`src/rtl/shift_count_register_if.sv`:
```
`default_nettype none
// ============================================================================
//  Module      : shift_count_register_if
//  Description : Control/data bundle for shift_count_register. The master
//                side drives the operation controls and load data. The
//                slave side returns the register contents and status flags.
//  Signals     :
//      cl, ld, in         clear / parallel load / load data
//      inc, dec           increment / decrement by one
//      sr, sl             single-bit shift right / left
//      ir, il             fill bits for mode 00 shifts
//      mode               00 fill, 01 arithmetic, 10 rotate, 11 as 00
//      start, dir, shamt  multi-cycle shift request, direction, amount
//      out                register contents
//      busy, done         multi-cycle shift in progress / completion pulse
//      carry              last shifted-out bit or inc/dec wrap
//      zero, neg          out == 0 / out MSB
//  Revision    : 1.0 - initial release
// ============================================================================
interface shift_count_register_if #(
    parameter int DATA_WIDTH  = 16,
    parameter int SHAMT_WIDTH = 4
);
    logic                   cl;
    logic                   ld;
    logic [DATA_WIDTH-1:0]  in;
    logic                   inc;
    logic                   dec;
    logic                   sr;
    logic                   sl;
    logic                   ir;
    logic                   il;
    logic [1:0]             mode;
    logic                   start;
    logic                   dir;
    logic [SHAMT_WIDTH-1:0] shamt;
    logic [DATA_WIDTH-1:0]  out;
    logic                   busy;
    logic                   done;
    logic                   carry;
    logic                   zero;
    logic                   neg;

    modport master (
        output cl, ld, in, inc, dec, sr, sl, ir, il, mode, start, dir, shamt,
        input  out, busy, done, carry, zero, neg
    );

    modport slave (
        input  cl, ld, in, inc, dec, sr, sl, ir, il, mode, start, dir, shamt,
        output out, busy, done, carry, zero, neg
    );
endinterface
`default_nettype wire

```
`src/rtl/shift_count_register.sv`:
```
`default_nettype none
// ============================================================================
//  Module      : shift_count_register
//  Description : Register with clear, load, increment/decrement, single-bit
//                shifts in three modes and a multi-cycle shift engine that
//                shifts one bit per clock for a requested amount.
//  Ports       :
//      clk    in   single clock, rising edge
//      rst_n  in   asynchronous active-low reset
//      bus    slave modport of shift_count_register_if (controls in,
//             out/busy/done/carry/zero/neg out)
//  Parameters  :
//      DATA_WIDTH   register width (>= 2)
//      SHAMT_WIDTH  width of the multi-cycle shift amount
//  Revision    : 1.0 - initial release
// ============================================================================
module shift_count_register #(
    parameter int DATA_WIDTH  = 16,
    parameter int SHAMT_WIDTH = 4
) (
    input  wire logic               clk,
    input  wire logic               rst_n,
    shift_count_register_if.slave   bus
);

    typedef enum logic [0:0] {
        ST_IDLE  = 1'b0,
        ST_SHIFT = 1'b1
    } state_t;

    localparam logic [DATA_WIDTH:0]    c_one_ext = {{DATA_WIDTH{1'b0}}, 1'b1};
    localparam logic [SHAMT_WIDTH-1:0] c_cnt_one = {{(SHAMT_WIDTH-1){1'b0}}, 1'b1};

    state_t                 state_q;
    logic [DATA_WIDTH-1:0]  out_q;
    logic                   carry_q;
    logic                   done_q;
    logic [SHAMT_WIDTH-1:0] cnt_q;
    logic [1:0]             mode_q;
    logic                   dir_q;
    logic                   ir_q;
    logic                   il_q;

    // {carry, value} results of one single-bit shift
    logic [DATA_WIDTH:0]    live_shr_d;
    logic [DATA_WIDTH:0]    live_shl_d;
    logic [DATA_WIDTH:0]    run_shift_d;
    logic [DATA_WIDTH:0]    inc_d;
    logic [DATA_WIDTH:0]    dec_d;

    // One-bit shift of v. Returns {shifted-out bit, new value}.
    // Mode 11 falls through to the fill behaviour of mode 00.
    function automatic logic [DATA_WIDTH:0] shift_one(
        input logic [DATA_WIDTH-1:0] v,
        input logic                  left,
        input logic [1:0]            md,
        input logic                  fill_r,
        input logic                  fill_l
    );
        logic fill;
        fill = 1'b0;
        if (!left) begin
            case (md)
                2'b01:   fill = v[DATA_WIDTH-1];
                2'b10:   fill = v[0];
                default: fill = fill_r;
            endcase
            shift_one = {v[0], fill, v[DATA_WIDTH-1:1]};
        end else begin
            case (md)
                2'b01:   fill = 1'b0;
                2'b10:   fill = v[DATA_WIDTH-1];
                default: fill = fill_l;
            endcase
            shift_one = {v[DATA_WIDTH-1], v[DATA_WIDTH-2:0], fill};
        end
    endfunction

    always_comb begin
        live_shr_d  = shift_one(out_q, 1'b0, bus.mode, bus.ir, bus.il);
        live_shl_d  = shift_one(out_q, 1'b1, bus.mode, bus.ir, bus.il);
        run_shift_d = shift_one(out_q, dir_q, mode_q, ir_q, il_q);
        // The extra top bit is the wrap indication: set on all-ones + 1
        // and on zero - 1 (borrow propagates into it).
        inc_d       = {1'b0, out_q} + c_one_ext;
        dec_d       = {1'b0, out_q} - c_one_ext;
    end

    always_ff @(posedge clk or negedge rst_n) begin
        if (!rst_n) begin
            state_q <= ST_IDLE;
            out_q   <= '0;
            carry_q <= 1'b0;
            done_q  <= 1'b0;
            cnt_q   <= '0;
            mode_q  <= 2'b00;
            dir_q   <= 1'b0;
            ir_q    <= 1'b0;
            il_q    <= 1'b0;
        end else begin
            done_q <= 1'b0;
            case (state_q)
                ST_IDLE: begin
                    if (bus.cl) begin
                        out_q   <= '0;
                        carry_q <= 1'b0;
                    end else if (bus.ld) begin
                        out_q   <= bus.in;
                        carry_q <= 1'b0;
                    end else if (bus.inc) begin
                        {carry_q, out_q} <= inc_d;
                    end else if (bus.dec) begin
                        {carry_q, out_q} <= dec_d;
                    end else if (bus.sr) begin
                        {carry_q, out_q} <= live_shr_d;
                    end else if (bus.sl) begin
                        {carry_q, out_q} <= live_shl_d;
                    end else if (bus.start) begin
                        if (bus.shamt == '0) begin
                            // Zero-length shift: acknowledge only.
                            done_q <= 1'b1;
                        end else begin
                            state_q <= ST_SHIFT;
                            cnt_q   <= bus.shamt;
                            mode_q  <= bus.mode;
                            dir_q   <= bus.dir;
                            ir_q    <= bus.ir;
                            il_q    <= bus.il;
                        end
                    end
                end
                ST_SHIFT: begin
                    if (bus.cl) begin
                        // Abort: no completion pulse.
                        state_q <= ST_IDLE;
                        out_q   <= '0;
                        carry_q <= 1'b0;
                        cnt_q   <= '0;
                    end else begin
                        {carry_q, out_q} <= run_shift_d;
                        cnt_q            <= cnt_q - c_cnt_one;
                        if (cnt_q == c_cnt_one) begin
                            state_q <= ST_IDLE;
                            done_q  <= 1'b1;
                        end
                    end
                end
                default: begin
                    state_q <= ST_IDLE;
                end
            endcase
        end
    end

    assign bus.out   = out_q;
    assign bus.carry = carry_q;
    assign bus.done  = done_q;
    assign bus.busy  = (state_q == ST_SHIFT);
    assign bus.zero  = (out_q == '0);
    assign bus.neg   = out_q[DATA_WIDTH-1];

endmodule
`default_nettype wire

```
`src/flat_wrapper.sv`:
```
// flat-port wrapper written by rule: the top's interface ports become plain ports
module shift_count_register_flat 
#(
    parameter int DATA_WIDTH  = 16,
    parameter int SHAMT_WIDTH = 4
)
  (clk, rst_n, bus_cl, bus_ld, bus_in, bus_inc, bus_dec, bus_sr, bus_sl, bus_ir, bus_il, bus_mode, bus_start, bus_dir, bus_shamt, bus_out, bus_busy, bus_done, bus_carry, bus_zero, bus_neg);
  shift_count_register_if #(.DATA_WIDTH(DATA_WIDTH), .SHAMT_WIDTH(SHAMT_WIDTH)) bus_i ();
  input  wire logic clk;
  input  wire logic rst_n;
  input wire logic [$bits(bus_i.cl)-1:0] bus_cl;
  input wire logic [$bits(bus_i.ld)-1:0] bus_ld;
  input wire logic [$bits(bus_i.in)-1:0] bus_in;
  input wire logic [$bits(bus_i.inc)-1:0] bus_inc;
  input wire logic [$bits(bus_i.dec)-1:0] bus_dec;
  input wire logic [$bits(bus_i.sr)-1:0] bus_sr;
  input wire logic [$bits(bus_i.sl)-1:0] bus_sl;
  input wire logic [$bits(bus_i.ir)-1:0] bus_ir;
  input wire logic [$bits(bus_i.il)-1:0] bus_il;
  input wire logic [$bits(bus_i.mode)-1:0] bus_mode;
  input wire logic [$bits(bus_i.start)-1:0] bus_start;
  input wire logic [$bits(bus_i.dir)-1:0] bus_dir;
  input wire logic [$bits(bus_i.shamt)-1:0] bus_shamt;
  output wire logic [$bits(bus_i.out)-1:0] bus_out;
  output wire logic [$bits(bus_i.busy)-1:0] bus_busy;
  output wire logic [$bits(bus_i.done)-1:0] bus_done;
  output wire logic [$bits(bus_i.carry)-1:0] bus_carry;
  output wire logic [$bits(bus_i.zero)-1:0] bus_zero;
  output wire logic [$bits(bus_i.neg)-1:0] bus_neg;
  assign bus_i.cl = bus_cl;
  assign bus_i.ld = bus_ld;
  assign bus_i.in = bus_in;
  assign bus_i.inc = bus_inc;
  assign bus_i.dec = bus_dec;
  assign bus_i.sr = bus_sr;
  assign bus_i.sl = bus_sl;
  assign bus_i.ir = bus_ir;
  assign bus_i.il = bus_il;
  assign bus_i.mode = bus_mode;
  assign bus_i.start = bus_start;
  assign bus_i.dir = bus_dir;
  assign bus_i.shamt = bus_shamt;
  assign bus_out = bus_i.out;
  assign bus_busy = bus_i.busy;
  assign bus_done = bus_i.done;
  assign bus_carry = bus_i.carry;
  assign bus_zero = bus_i.zero;
  assign bus_neg = bus_i.neg;
  shift_count_register #(.DATA_WIDTH(DATA_WIDTH), .SHAMT_WIDTH(SHAMT_WIDTH)) u_core (.clk(clk), .rst_n(rst_n), .bus(bus_i));
endmodule
```
`config.mk`:
```
export PLATFORM = sky130hd
export DESIGN_NAME = shift_count_register_flat
export DESIGN_NICKNAME = d
export VERILOG_FILES = /design/src/rtl/shift_count_register_if.sv /design/src/rtl/shift_count_register.sv /design/src/flat_wrapper.sv
export SDC_FILE = /design/constraint.sdc
export NUM_CORES = 1
export LEC_CHECK = 0
export CAP_MARGIN = 20
export CORE_MARGIN = 1
export CORE_UTILIZATION = 50
export CTS_CLUSTER_SIZE = 40
export DETAILED_ROUTE_END_ITERATION = 6
export GPL_TIMING_DRIVEN = 1
export PLACE_DENSITY = 0.76
export SETUP_SLACK_MARGIN = 0.4
export SYNTH_ARGS = -nofsm -noshare
export SYNTH_HDL_FRONTEND = slang
export SYNTH_SLANG_ARGS = --single-unit
export TNS_END_PERCENT = 100
```
`constraint.sdc`:
```
create_clock -name clk -period 3.3 [get_ports clk]
set_clock_uncertainty 0.1 [all_clocks]
set_input_delay 0.66 -clock clk [delete_from_list [all_inputs] [get_ports clk]]
set_output_delay 0.66 -clock clk [all_outputs]
set_load 0.005 [all_outputs]
```
==> run metrics, run 1 <==
nets 493; final critical-path share of the clock period between 80% and 90%; largest net degree at the start of global routing 29; root buf cell clkbuf_8; Slew headroom between 30% and 40%; synth warn 0; Clock Sinks 28; 1st-pass router iterations 7; DR vias 3391; Slew Limit Fails 0; CTS max path bufs 2; die width 80.51 um; global-route wire length before repair about 16 mm; DRC Markers 2; Worst Path Max Fanout 4; FFs w/ async S/R, synth 100.0%; initial antenna violation count 0; synthesized area 3082 um2; FP Rows 28; Critical Path AT 1890 ps; GR Util All Layers 32.17%; Post-Synth XOR/XNOR Area 4.832%; WL final 10.16 mm; drt wl/cell 19.35 um; Num CTS Buffers 3; setup violators final 0; beginning of the critical path u_core.bus.out[0]$_DFFE_PN0P_; Layout area overhead 24.40%; Min Hold Slack 433.5 ps; synth cell count leaders 40 x nor2_1, 34 x a21oi_1, 28 x dfrtp_1; FF+latch count, synth 28; Iteration-0 DRC Markers 378; die area 6481 um2; GP Congestion 0.9809; # port buffers 54; clock-pin slew on the worst setup and hold paths 110 ps; largest family of logic cells by synthesized area compound AO/OA/AOI/OAI gates; via/cell ratio 6.459; setup_tns 0 ps; Ports 55; Mapped Cells 404; syn nets 446; ANT cells 0; compound-gate portion of the synthesized area 27.53%; layout cell share with drive strength beyond 1 a little over an eighth; CTS tree yes; critical path type reg -> out; core area 5921 um2; Leak around 1.4 nW; Critical Path RT 2540 ps; CP Launch Type register; Synth Area in Simple Gates about a quarter; Synth area leader dfrtp_1; Avg Inst Size Synth 7.628 um2; total gr overflow 0; Die Y-Extent 80.51 um; # fillers about 540; Worst Setup End Kind primary output; DRT antenna net count 0; FMAX roughly 380 MHz; # H-tree levels 1; status finished, violations left; unrepaired setup endpoints after global routing no; post-synthesis adder-cell area fraction under 10%; failing checks DRC; most common cell in the netlist nor2_1; Hold Path Class reg -> reg; vias in the first global route 3045; ys flop type dfrtp_1; post-synthesis mux area share 8.404%; sequential cell area fraction in the yosys report a little under a quarter; minimum clock period 2650 ps; worst hold path startpoint u_core.bus.carry$_DFFE_PN0P_; starting density of the core 52.05%; pwr dens 330.4 nW/um2; synth top area cells dfrtp_1 23%, mux2i_1 5.8%, a21oi_1 5.5%; hpwl dp about 7.2 mm; final hold violation count 0; measured slew at the worst slew-check pin 958.6 ps; Worst R2R Start u_core.bus.out[2]$_DFFE_PN0P_; worst skew pair latency roughly 300 ps; Distinct cells, synth 64; number of flops mapped to enable cells by yosys 0; Peak VDD IR 268.6 uV; top cell type's share of synthesized area 22.74%; max_cap viols 0
==> layout by cell type (no fill, tap or decap), types with 4 or more instances in the layout <==
cell type and n:
clkdlybuf4s50_1 53, nor2_1 40, a21oi_1 34, buf_4 26, dfrtp_1 26, inv_1 22
nand2_1 22, o21ai_0 22, mux2i_1 18, o22ai_1 11, a211oi_1 11, nand3_1 10
xnor2_1 10, nand4_1 9, nor2b_1 9, nor4_1 8, nor3_1 7, mux2_2 7
xor2_1 7, ha_1 7, nand2b_1 6, a31oi_1 6, or2_2 4, o211ai_1 4
a221oi_1 4, a211o_1 4, o31ai_1 4
==> state kept, by name, indices dropped and copies added, names as in the netlist <==
name,count
u_core.dir_q,1
u_core.cnt_q,4
u_core.ir_q,1
u_core.bus.carry,1
u_core.bus.busy,1
u_core.bus.out,16
u_core.bus.done,1
u_core.mode_q,2
u_core.il_q,1
==> where the power goes <==
part	switching, mW	internal (mW)	leakage (nW)
sequential	0.0675	0.382	0.358
clock	0.137	0.163	0.0357
combinational	0.264	0.254	1.05
total	0.468	0.798	1.44
==> critical path, cell delays in order (launching register included) <==
cell           delay, ps
dfrtp_1              400
inv_1                120
ha_2                 230
nor3b_4              230
nand2_2              120
nor4_4               220
dlygate4sd2_1        280
==> path summary, 6_finish.rpt <==
path / cells after the start / to / slack, ps
max: 6 / bus_zero / 650
min: 2 / u_core.bus.carry$_DFFE_PN0P_ / 430
max reg2reg: 6 / u_core.bus.out[15]$_DFFE_PN0P_ / 1040
min reg2reg: 2 / u_core.bus.carry$_DFFE_PN0P_ / 430
max in group asynchronous: 2 / u_core.cnt_q[2]$_DFFE_PN0P_ / 2150
min in group asynchronous: 2 / u_core.bus.out[13]$_DFFE_PN0P_ / 630
==> area by class of cell <==
cell class,count,area (um2),share of cell area (%)
inverters,23,86.33,2.252
flip-flops and latches,28,703.2,18.34
repair buffers,80,734.5,19.16
well taps,75,93.84,2.448
multi-input cells,315,2145,55.94
clock buffers,3,41.29,1.077
clock inverters,1,30.03,0.7833
==> through the flow <==
stage / cells / setup slack [ps] / instance area, um2 / total power [mW] / utilization, %
after CTS: 525 / 674.0 / 3834 / 1.258 / 64.75
after detailed placement: 520 / 370.9 / 3721 / 0.9496 / 62.85
after global routing: 525 / 542.4 / 3834 / 1.326 / 64.75
after global placement: 520 / 357.3 / 3721 / 0.9435 / 62.85
final: 525 / 650.2 / 3834 / 1.267 / 64.75
after floorplan: 404 / 877.4 / 3082 / 0.7538 / -
==> cells by family (layout without fill, tap and decap cells) <==
kind of cell	count (synthesis)	in the layout
xor gates and xnor gates	17	17
AOI/OAI and AO/OA	128	128
and+or+nand+nor	137	137
DFF	28	28
muxes	25	25
buffers and inverters	61	107
adders and majority gates	8	8
==> what timing repair did <==
item	CTS	global route
hold buffers	0	0
resized for setup	9	0
endpoints found under the setup margin	1	0
buffers inserted	1	0
==> metal layers <==
layer | wire (um) | GRT usage [%] | part of all wire [%] | vias up
met2 | 4574 | 48.81 | 45 | 174
li1 | - | - | - | 1589
met5 | 0 | 0 | 0 | -
met4 | 254 | 11.79 | 2.5 | 0
met1 | 4479 | 45.95 | 44 | 1604
met3 | 852 | 4.205 | 8.4 | 24
(Power assumes the default switching activity.)
==> run 2: changes to the inputs <==
--- a/config.mk
+++ b/config.mk
@@ -7,11 +7,11 @@
 export LEC_CHECK = 0
 export CAP_MARGIN = 20
 export CORE_MARGIN = 1
-export CORE_UTILIZATION = 50
+export CORE_UTILIZATION = 49
 export CTS_CLUSTER_SIZE = 40
 export DETAILED_ROUTE_END_ITERATION = 6
 export GPL_TIMING_DRIVEN = 1
-export PLACE_DENSITY = 0.76
+export PLACE_DENSITY = 0.78
 export SETUP_SLACK_MARGIN = 0.4
 export SYNTH_ARGS = -nofsm -noshare
 export SYNTH_HDL_FRONTEND = slang
==> constraint.sdc (replaced) <==
create_clock -name clk -period 2.3 [get_ports clk]
set_clock_uncertainty 0.1 [all_clocks]
set_input_delay 0.46 -clock clk [delete_from_list [all_inputs] [get_ports clk]]
set_output_delay 0.46 -clock clk [all_outputs]
set_load 0.005 [all_outputs]
==> run metrics, run 2 (same netlist as run 1, synthesis figures left out) <==
status finished, violations left; failing checks DRC, setup timing; root buf cell clkbuf_8; WHS Endpoint u_core.ir_q$_DFFE_PN0P_; Critical Path RT 2420 ps; unrepaired setup endpoints after global routing yes; Num CTS Buffers 3; internal power 1.356 mW; Worst R2R Start u_core.bus.out[0]$_DFFE_PN0P_; clock-pin slew on the worst setup and hold paths 120 ps; Hold Path Class reg -> reg; FP Rows 28; R2R Path End u_core.bus.out[15]$_DFFE_PN0P_; core area about 6000 um2; die width a little over 80 um; number of hold buffers added after cts 0; Worst Path Max Fanout 4; global-route wire length before repair 21.53 mm; CP max-delay cell dfrtp_2; layout cell share with drive strength beyond 1 about two fifths; Peak VDD IR roughly 420 uV; ANT cells 0; Slew headroom 66.99%; setup slack after layout -45.47 ps; total gr overflow 0; CTS tree yes; R2R depth 8; die area 6611 um2; critical path type reg -> reg; WP buf/inv 3; Worst Setup End Kind register; Iteration-0 DRC Markers 762; CTS max path bufs 2; setup violators final 2; Slew Limit Fails 0; Flop pwr share 26.9%; DRT antenna net count 0; WL final between 15 and 20 mm; worst path cell trace buf_6 > buf_12 > nor4_4 > buf_4 > nand4_1 > xnor2_1 > a221oi_2 > a2111oi_2; max reg flops 16; minimum clock period about 2300 ps; Placed Area 4130 um2; setup_tns -47.80 ps; final hold violation count 0; FMAX 426.4 MHz; worst hold path startpoint u_core.ir_q$_DFFE_PN0P_; final cell area excluding filler cells just over 5000 um2; final core occ 85.90%; Worst path max stage delay 460 ps; starting density of the core a little over 50%; reg-to-reg setup timing slack -50 ps; DR vias around 4600; initial antenna violation count 0; Clock Sinks 28; # H-tree levels 1; Leak 2.288 nW; vias in the first global route 4172; GR Util All Layers 43.70%; via/cell ratio 7.346; final critical-path share of the clock period 102.0%; CP Launch Type register; nets 596; top cell family by delay on the critical path simple AND/OR/NAND/NOR gates; clock share of power approximately a fifth; drt wl/cell 26.32 um; Net Sw Frac between 40 and 50%; Critical Path AT 2460 ps; most common cell after layout, fill and taps aside buf_4; max_cap viols 0; hold path cells 1; commonest cells after routing, fill and taps aside 102 x buf_4, 38 x nor2_1, 28 x a21oi_1; Die Y-Extent 81.31 um; 1st-pass router iterations 7; hpwl dp 8.030 mm; Sw Pwr 0.9164 mW; DRC Markers 25; measured slew at the worst slew-check pin 490.0 ps; Ports 55; Layout area overhead 66.99%; GP Congestion 0.9652; largest net degree at the start of global routing 29; worst skew pair latency between 300 and 400 ps; Logic pwr share 53.7%; # port buffers 54; pwr dens 441.6 nW/um2
## run 2: worst max path at each step
stage,from,end,slack [ps],depth (start not counted)
3_3_place_gp,bus_mode[0],u_core.bus.out[15]$_DFFE_PN0P_,-80,8
3_5_place_dp,bus_mode[0],u_core.bus.out[15]$_DFFE_PN0P_,-120,8
4_1_cts,u_core.bus.out[11]$_DFFE_PN0P_,bus_zero,110,4
2_1_floorplan,u_core.bus.out[0]$_DFFE_PN0P_,u_core.bus.out[6]$_DFFE_PN0P_,200,8
6_report,u_core.bus.out[0]$_DFFE_PN0P_,u_core.bus.out[15]$_DFFE_PN0P_,-50,8
5_1_grt,u_core.bus.out[10]$_DFFE_PN0P_,u_core.bus.out[15]$_DFFE_PN0P_,-140,7
## run 2: area by class of cell
cell class | count | area (um2)
Clock buffer | 3 | 41.29
Clock inverter | 1 | 30.03
Fill cell | 295 | 844.6
Inverter | 23 | 88.84
Multi-Input combinational cell | 315 | 2530
Sequential cell | 28 | 703.2
Tap cell | 75 | 93.84
Timing Repair Buffer | 183 | 1659
## run 2: power groups by stage
stage | logic, mW | clock network, mW | registers, mW
after CTS | 1.02 | 0.425 | 0.599
final | 1.22 | 0.441 | 0.612
after detailed placement | 0.853 | 0 | 0.605
after floorplan | 0.486 | 0 | 0.607
after global routing | 1.25 | 0.466 | 0.614
after global placement | 0.835 | 0 | 0.600
## run 2: metrics by stage
step	hold WS [ps]	cells	power (mW)	worst slack (ps)
after floorplan	64.41	404	1.093	200.8
after global placement	388.9	569	1.435	-81.41
after detailed placement	408.9	569	1.458	-116.2
after CTS	438.4	613	2.049	106.7
after global routing	453.4	628	2.334	-141.2
final	431.0	628	2.273	-45.47
## run 2: routing by layer
layer	up-vias	GRT usage [%]	share of wire, %
met5	-	0	0
met3	207	9.326	15
met1	2084	54.00	35
li1	1790	-	-
met4	0	25.89	9.2
met2	532	69.33	41
## run 2: repair_timing
item / in CTS / in global routing
gates resized for setup: 95 / 47
pin swaps: 40 / 28
buffers inserted: 40 / 15
setup endpoints to repair: 46 / 36
